--- config.mk ---
export PLATFORM = sky130hd
export DESIGN_NAME = seg_display_arbiter_flat
export DESIGN_NICKNAME = d
export VERILOG_FILES = /design/src/rtl/seg_display_arbiter_if.sv /design/src/rtl/seg_display_arbiter.sv /design/src/flat_wrapper.sv
export SDC_FILE = /design/constraint.sdc
export NUM_CORES = 1
export LEC_CHECK = 0
export CAP_MARGIN = 20
export CORE_AREA = 2 2 74 76
export CTS_CLUSTER_DIAMETER = 80
export DETAILED_ROUTE_END_ITERATION = 8
export DIE_AREA = 0 0 76 78
export GPL_TIMING_DRIVEN = 0
export PLACE_DENSITY = 0.8
export SETUP_SLACK_MARGIN = 0.4
export SYNTH_ARGS = -nofsm -noshare
export SYNTH_HDL_FRONTEND = slang
export SYNTH_SLANG_ARGS = --single-unit
export TNS_END_PERCENT = 100
--- constraint.sdc ---
create_clock -name i_clk -period 7.3 [get_ports i_clk]
set_clock_uncertainty 0.15 [all_clocks]
set_input_delay 1.095 -clock i_clk [delete_from_list [all_inputs] [get_ports i_clk]]
set_output_delay 1.095 -clock i_clk [all_outputs]
set_load 0.01 [all_outputs]
--- src/rtl/seg_display_arbiter_if.sv ---
// Bundle between the value producers and the display arbiter: requests and data in,
// current owner and its registered value out.
interface seg_display_arbiter_if #(
    parameter int unsigned NUM_REQ = 4
);
    logic [NUM_REQ-1:0]   i_req;
    logic [8*NUM_REQ-1:0] i_data;
    logic [NUM_REQ-1:0]   o_grant;
    logic                 o_valid;
    logic [7:0]           o_value;
    logic                 o_switch;

    modport master (
        output i_req, i_data,
        input  o_grant, o_valid, o_value, o_switch
    );

    modport slave (
        input  i_req, i_data,
        output o_grant, o_valid, o_value, o_switch
    );
endinterface

--- src/rtl/seg_display_arbiter.sv ---
// Round-robin owner selection for the two-digit seven-segment display, with a
// guaranteed minimum ownership time before another requester can take over.
module seg_display_arbiter #(
    parameter int unsigned NUM_REQ     = 4,
    parameter int unsigned HOLD_CYCLES = 25_000_000
) (
    input  logic                  i_clk,
    input  logic                  i_reset,
    seg_display_arbiter_if.slave  io_bus
);
    localparam int unsigned IW = $clog2(NUM_REQ);
    localparam int unsigned CW = $clog2(HOLD_CYCLES + 1);

    typedef enum logic [1:0] {S_IDLE, S_HOLD, S_OPEN} state_t;

    state_t               r_state;
    logic [IW-1:0]        r_own;
    logic [IW-1:0]        r_ptr;
    logic [CW-1:0]        r_cnt;
    logic [NUM_REQ-1:0]   r_grant;
    logic                 r_valid;
    logic [7:0]           r_value;
    logic                 r_switch;

    state_t               w_state_nxt;
    logic [IW-1:0]        w_own_nxt;
    logic [IW-1:0]        w_ptr_nxt;
    logic [CW-1:0]        w_cnt_nxt;
    logic                 w_take;
    logic [IW-1:0]        w_cand;
    logic [NUM_REQ-1:0]   w_own_mask;
    logic                 w_any;
    logic                 w_others;
    logic                 w_own_req;

    // First requesting index at or after ptr, wrapping modulo NUM_REQ.
    function automatic logic [IW-1:0] f_pick(input logic [NUM_REQ-1:0] req,
                                             input logic [IW-1:0]      ptr);
        logic [IW-1:0] sel;
        logic [IW-1:0] idx;
        sel = '0;
        for (int unsigned i = NUM_REQ; i > 0; i--) begin
            idx = IW'((32'(ptr) + i - 1) % NUM_REQ);
            if (req[idx]) sel = idx;
        end
        return sel;
    endfunction

    function automatic logic [IW-1:0] f_next(input logic [IW-1:0] j);
        if (32'(j) == NUM_REQ - 1) return '0;
        return j + IW'(1);
    endfunction

    assign w_own_mask = NUM_REQ'(1) << r_own;
    assign w_any      = |io_bus.i_req;
    assign w_others   = |(io_bus.i_req & ~w_own_mask);
    assign w_own_req  = io_bus.i_req[r_own];
    assign w_cand     = f_pick(io_bus.i_req, r_ptr);

    always_comb begin
        w_state_nxt = r_state;
        w_own_nxt   = r_own;
        w_ptr_nxt   = r_ptr;
        w_cnt_nxt   = r_cnt;
        w_take      = 1'b0;
        case (r_state)
            S_IDLE: begin
                if (w_any) w_take = 1'b1;
            end
            S_HOLD: begin
                if (!w_own_req) begin
                    if (w_any) w_take = 1'b1;
                    else       w_state_nxt = S_IDLE;
                end else if (r_cnt == '0) begin
                    // Last protected cycle already decides like OPEN, so a waiting
                    // competitor takes over exactly HOLD_CYCLES after the switch.
                    if (w_others) w_take = 1'b1;
                    else          w_state_nxt = S_OPEN;
                end else begin
                    w_cnt_nxt = r_cnt - CW'(1);
                end
            end
            S_OPEN: begin
                if (w_others)       w_take = 1'b1;
                else if (!w_own_req) w_state_nxt = S_IDLE;
            end
            default: w_state_nxt = S_IDLE;
        endcase
        if (w_take) begin
            w_own_nxt   = w_cand;
            w_ptr_nxt   = f_next(w_cand);
            w_cnt_nxt   = CW'(HOLD_CYCLES - 1);
            w_state_nxt = S_HOLD;
        end
    end

    always_ff @(posedge i_clk or posedge i_reset) begin
        if (i_reset) begin
            r_state  <= S_IDLE;
            r_own    <= '0;
            r_ptr    <= '0;
            r_cnt    <= '0;
            r_grant  <= '0;
            r_valid  <= 1'b0;
            r_value  <= '0;
            r_switch <= 1'b0;
        end else begin
            r_state  <= w_state_nxt;
            r_own    <= w_own_nxt;
            r_ptr    <= w_ptr_nxt;
            r_cnt    <= w_cnt_nxt;
            r_switch <= w_take;
            if (w_state_nxt == S_IDLE) begin
                r_grant <= '0;
                r_valid <= 1'b0;
                r_value <= '0;
            end else begin
                r_grant <= NUM_REQ'(1) << w_own_nxt;
                r_valid <= 1'b1;
                r_value <= io_bus.i_data[8*w_own_nxt +: 8];
            end
        end
    end

    assign io_bus.o_grant  = r_grant;
    assign io_bus.o_valid  = r_valid;
    assign io_bus.o_value  = r_value;
    assign io_bus.o_switch = r_switch;
endmodule

--- src/flat_wrapper.sv ---
// flat-port wrapper written by rule: the top's interface ports become plain ports
module seg_display_arbiter_flat 
#(
    parameter int unsigned NUM_REQ     = 4,
    parameter int unsigned HOLD_CYCLES = 25_000_000
)
  (i_clk, i_reset, io_bus_i_req, io_bus_i_data, io_bus_o_grant, io_bus_o_valid, io_bus_o_value, io_bus_o_switch);
  seg_display_arbiter_if #(.NUM_REQ(NUM_REQ)) io_bus_i ();
  input  logic i_clk;
  input  logic i_reset;
  input wire logic [$bits(io_bus_i.i_req)-1:0] io_bus_i_req;
  input wire logic [$bits(io_bus_i.i_data)-1:0] io_bus_i_data;
  output wire logic [$bits(io_bus_i.o_grant)-1:0] io_bus_o_grant;
  output wire logic [$bits(io_bus_i.o_valid)-1:0] io_bus_o_valid;
  output wire logic [$bits(io_bus_i.o_value)-1:0] io_bus_o_value;
  output wire logic [$bits(io_bus_i.o_switch)-1:0] io_bus_o_switch;
  assign io_bus_i.i_req = io_bus_i_req;
  assign io_bus_i.i_data = io_bus_i_data;
  assign io_bus_o_grant = io_bus_i.o_grant;
  assign io_bus_o_valid = io_bus_i.o_valid;
  assign io_bus_o_value = io_bus_i.o_value;
  assign io_bus_o_switch = io_bus_i.o_switch;
  seg_display_arbiter #(.NUM_REQ(NUM_REQ), .HOLD_CYCLES(HOLD_CYCLES)) u_core (.i_clk(i_clk), .i_reset(i_reset), .io_bus(io_bus_i));
endmodule
==> Flow_metrics.wiki <==
{| class="wikitable"
! Metric !! Value
|-
| Flop pwr share || 31.0%
|-
| Max-slew violation count || 0
|-
| Initial Utilization || 56.2%
|-
| Buffers inserted by post-CTS timing repair || 0
|-
| Share of the core filled with cells || 70.2%
|-
| Number of synthesized flops with an enable pin || 0
|-
| CP arrival || 3770 ps
|-
| Final period utilization || 51.0%
|-
| Worst hold endpoint || u_core.r_cnt[5]
|-
| Vias in the first global route || 2526
|-
| Number of detailed-route iterations in the first pass || 4
|-
| Fraction of layout cells with a size suffix above 1 || 8.86%
|-
| Element type at the critical path end || flop
|-
| DRC violations left || 0
|-
| Clock Latency Late Sink || 290 ps
|-
| Placement row count || 26
|-
| Fraction of power spent switching nets || 39.6%
|-
| First-iteration detailed-routing DRC count || 167
|-
| Clock tree sinks || 45
|-
| Distinct cells, synth || 49
|-
| Number of primary I/O pins || 52
|-
| Worst setup path category || input port to flop
|-
| HPWL after DPL || 5180 um
|-
| Number of levels in the clock H-tree || 2
|-
| Routability cong. || 0.852
|-
| Critical path's largest stage delay || 730 ps
|-
| Antenna violations before repair || 0
|-
| VDD IR-drop max || 190 uV
|-
| Top library cells by usage in the layout, fill and taps aside || 50 x clkdlybuf4s50_1, 45 x dfrtp_1, 42 x nand2_1
|-
| Combinational power share || 53.0%
|-
| Critical path, cell by cell || clkdlybuf4s50_1 > nor4_1 > a211o_1 > o21ai_1 > a31oi_4 > clkbuf_1 > nand3b_1 > a21oi_1
|-
| Vias || 2578
|-
| Most common library cell in the layout ignoring fill and taps || clkdlybuf4s50_1
|-
| Top_reg_cell synth || dfrtp_1
|-
| Hold buffer count at cts || 0
|-
| Post-synthesis cell count || 302
|-
| Unrepaired setup endpoints after global routing || no
|-
| Worst hold stages || 2
|-
| Internal portion of total power || 639 uW
|-
| Worst hold start || u_core.r_cnt[5]
|-
| CTS tree || yes
|-
| Cell at the root of the clock tree || clkbuf_8
|-
| First-pass GRT wire length || 12000 um
|-
| Final hold violation count || 0
|-
| R2r endpoint || u_core.r_cnt[12]
|-
| Routed length per placed instance || 16.4 um
|-
| Portion of total power attributed to the clock network || 16.0%
|-
| Final setup violation count || 0
|-
| Post-synthesis sequential area ratio || 39.8%
|-
| Number of warnings reported in the yosys synthesis log || 0
|-
| Maximum capacitance violations || 0
|-
| Total power || 1.06 mW
|-
| GRT Total Usage || 25.1%
|-
| Standard cell core area || 5040 um^2
|-
| Pwr per Cell Area || 299 nW/um^2
|-
| Syn Nets || 342
|-
| Worst slack at placement || 3300 ps
|-
| Final net count || 400
|-
| Launching point of the worst reg2reg path || u_core.r_cnt[8]
|-
| Net switching component of the power || 419 uW
|-
| Slew at the pin closest to its max-slew limit || 785 ps
|-
| Run status || finished clean
|-
| Die ar. || 5930 um^2
|-
| Chip height || 78 um
|-
| Cell area after synthesis || 2830 um^2
|-
| Setup Total Neg Slack || 0 ps
|-
| Final worst-path setup slack || 3580 ps
|-
| R2r setup slk || 4180 ps
|-
| Reg clk slew, reported paths || 80 ps
|-
| Startpoint Class || input port
|-
| Remaining global-route overflow || 0
|-
| Count of input and output buffers || 50
|-
| Total wire length || 7060 um
|-
| Synth Register Bits || 45
|-
| Pin count of the biggest net entering global routing || 40
|-
| Data required time of the worst path || 7350 ps
|-
| Final critical-path required period || 3720 ps
|-
| Area Overhead vs Synth || 25.0%
|-
| Tightest slew margin relative to the limit || 47.2%
|-
| Number of cells traversed by the worst register-to-register path || 8
|-
| Synthesized area divided by synthesized cell count || 9.38 um^2
|-
| Horizontal extent of the die || 76 um
|-
| Max clock buf depth || 2
|-
| Number of nets with antenna violations after routing || 0
|-
| Vias per inst || 5.98
|-
| Cts bufs inserted || 5
|-
| Post-CTS sizing || 0
|-
| Master of the slowest instance on the critical path || nor4_1
|-
| Synth async-reset ratio || 100%
|-
| Worst hold-check path type || flop to flop
|-
| Crit Path Max Fanout || 10
|-
| Number of diodes || 0
|-
| Upper clock frequency limit || 269 MHz
|-
| Static Leakage || 1.36 nW
|}
==> critical path, delay by kind of cell <==
| family | cells | cell delay, ps |
|---|---|---|
| buffers and inverters | 2 | 1000 |
| AOI/OAI and AO/OA | 4 | 790 |
| and+or+nand+nor | 2 | 880 |
==> Yosys cell counts, types with 9 or more instances <==
cell      number  share of area, %
or3_1          9               2.0
clkbuf_1      11               1.5
a21oi_1       17               3.0
nor3_1        11               1.9
mux4_2         9               7.2
nor2_1        21               2.8
and3_1        12               2.7
xnor2_1       12               3.7
dfrtp_1       45                40
nand2_1       42               5.6
nor4_1        11               2.4
==> through the flow <==
stage	area, um^2	hold slack (ps)	std cells
2_1_floorplan	2830	324	302
5_1_grt	3540	424	431
3_5_place_dp	3440	349	423
4_1_cts	3540	377	431
6_report	3540	378	431
3_3_place_gp	3420	349	422
==> power groups by stage <==
stage / sequential (mW) / clock (mW) / combinational, mW
floorplan: 0.345 / 0 / 0.352
global placement: 0.331 / 0 / 0.543
detailed placement: 0.332 / 0 / 0.556
CTS: 0.328 / 0.172 / 0.560
global route: 0.334 / 0.180 / 0.619
finish: 0.329 / 0.169 / 0.561
==> cell families (layout without fill, tap and decap cells) <==
group                      count (synthesis)  after routing  share of synthesized area [%]
muxes                                     11             11                           7.86
AOI/OAI and AO/OA                         60             60                           15.2
buffers and inverters                     26             85                           4.06
adders and majority gates                  2              2                          0.883
DFF                                       45             45                           39.8
xor gates and xnor gates                  16             16                           4.95
and+or+nand+nor                          142            142                           27.3
==> how the worst max path moves through the flow <==
| stage | cells after the start | to | slack [ps] | from |
|---|---|---|---|---|
| global placement | 8 | u_core.r_cnt[1] | 3370 | io_bus_i_req[0] |
| CTS | 8 | u_core.r_cnt[1] | 3640 | io_bus_i_req[0] |
| finish | 8 | u_core.io_bus.o_grant[2] | 3580 | io_bus_i_req[0] |
| global route | 8 | u_core.r_cnt[1] | 3360 | io_bus_i_req[1] |
| detailed placement | 8 | u_core.r_cnt[1] | 3300 | io_bus_i_req[0] |
| floorplan | 8 | u_core.r_cnt[23] | 4070 | io_bus_i_req[3] |
==> per-layer routing <==
metal  track usage, %  part of all wire, %  vias to the layer above
met4             8.55                  2.0                        0
met1             34.9                   44                     1241
met2             41.3                   49                       90
li1                 -                    -                     1233
met3             3.02                  5.0                       14
met5                0                    0                        -
==> registers in the layout, indices dropped and copies added, names as in the netlist <==
| name | count |
|---|---|
| u_core.r_own | 2 |
| u_core.io_bus.o_valid | 1 |
| u_core.io_bus.o_grant | 4 |
| u_core.io_bus.o_switch | 1 |
| u_core.r_state | 2 |
| u_core.io_bus.o_value | 8 |
| u_core.r_ptr | 2 |
| u_core.r_cnt | 25 |
==> final cells by class <==
| cell class | instances | area [um^2] |
|---|---|---|
| Tap cell | 70 | 87.6 |
| Inverter | 8 | 30.0 |
| Clock buffer | 7 | 96.3 |
| Fill cell | 408 | 1500 |
| Clock inverter | 1 | 5.00 |
| Multi-Input combinational cell | 231 | 1590 |
| Sequential cell | 45 | 1130 |
| Buffer | 18 | 85.1 |
| Timing Repair Buffer | 51 | 520 |
Power figures use the tool's default switching activity.
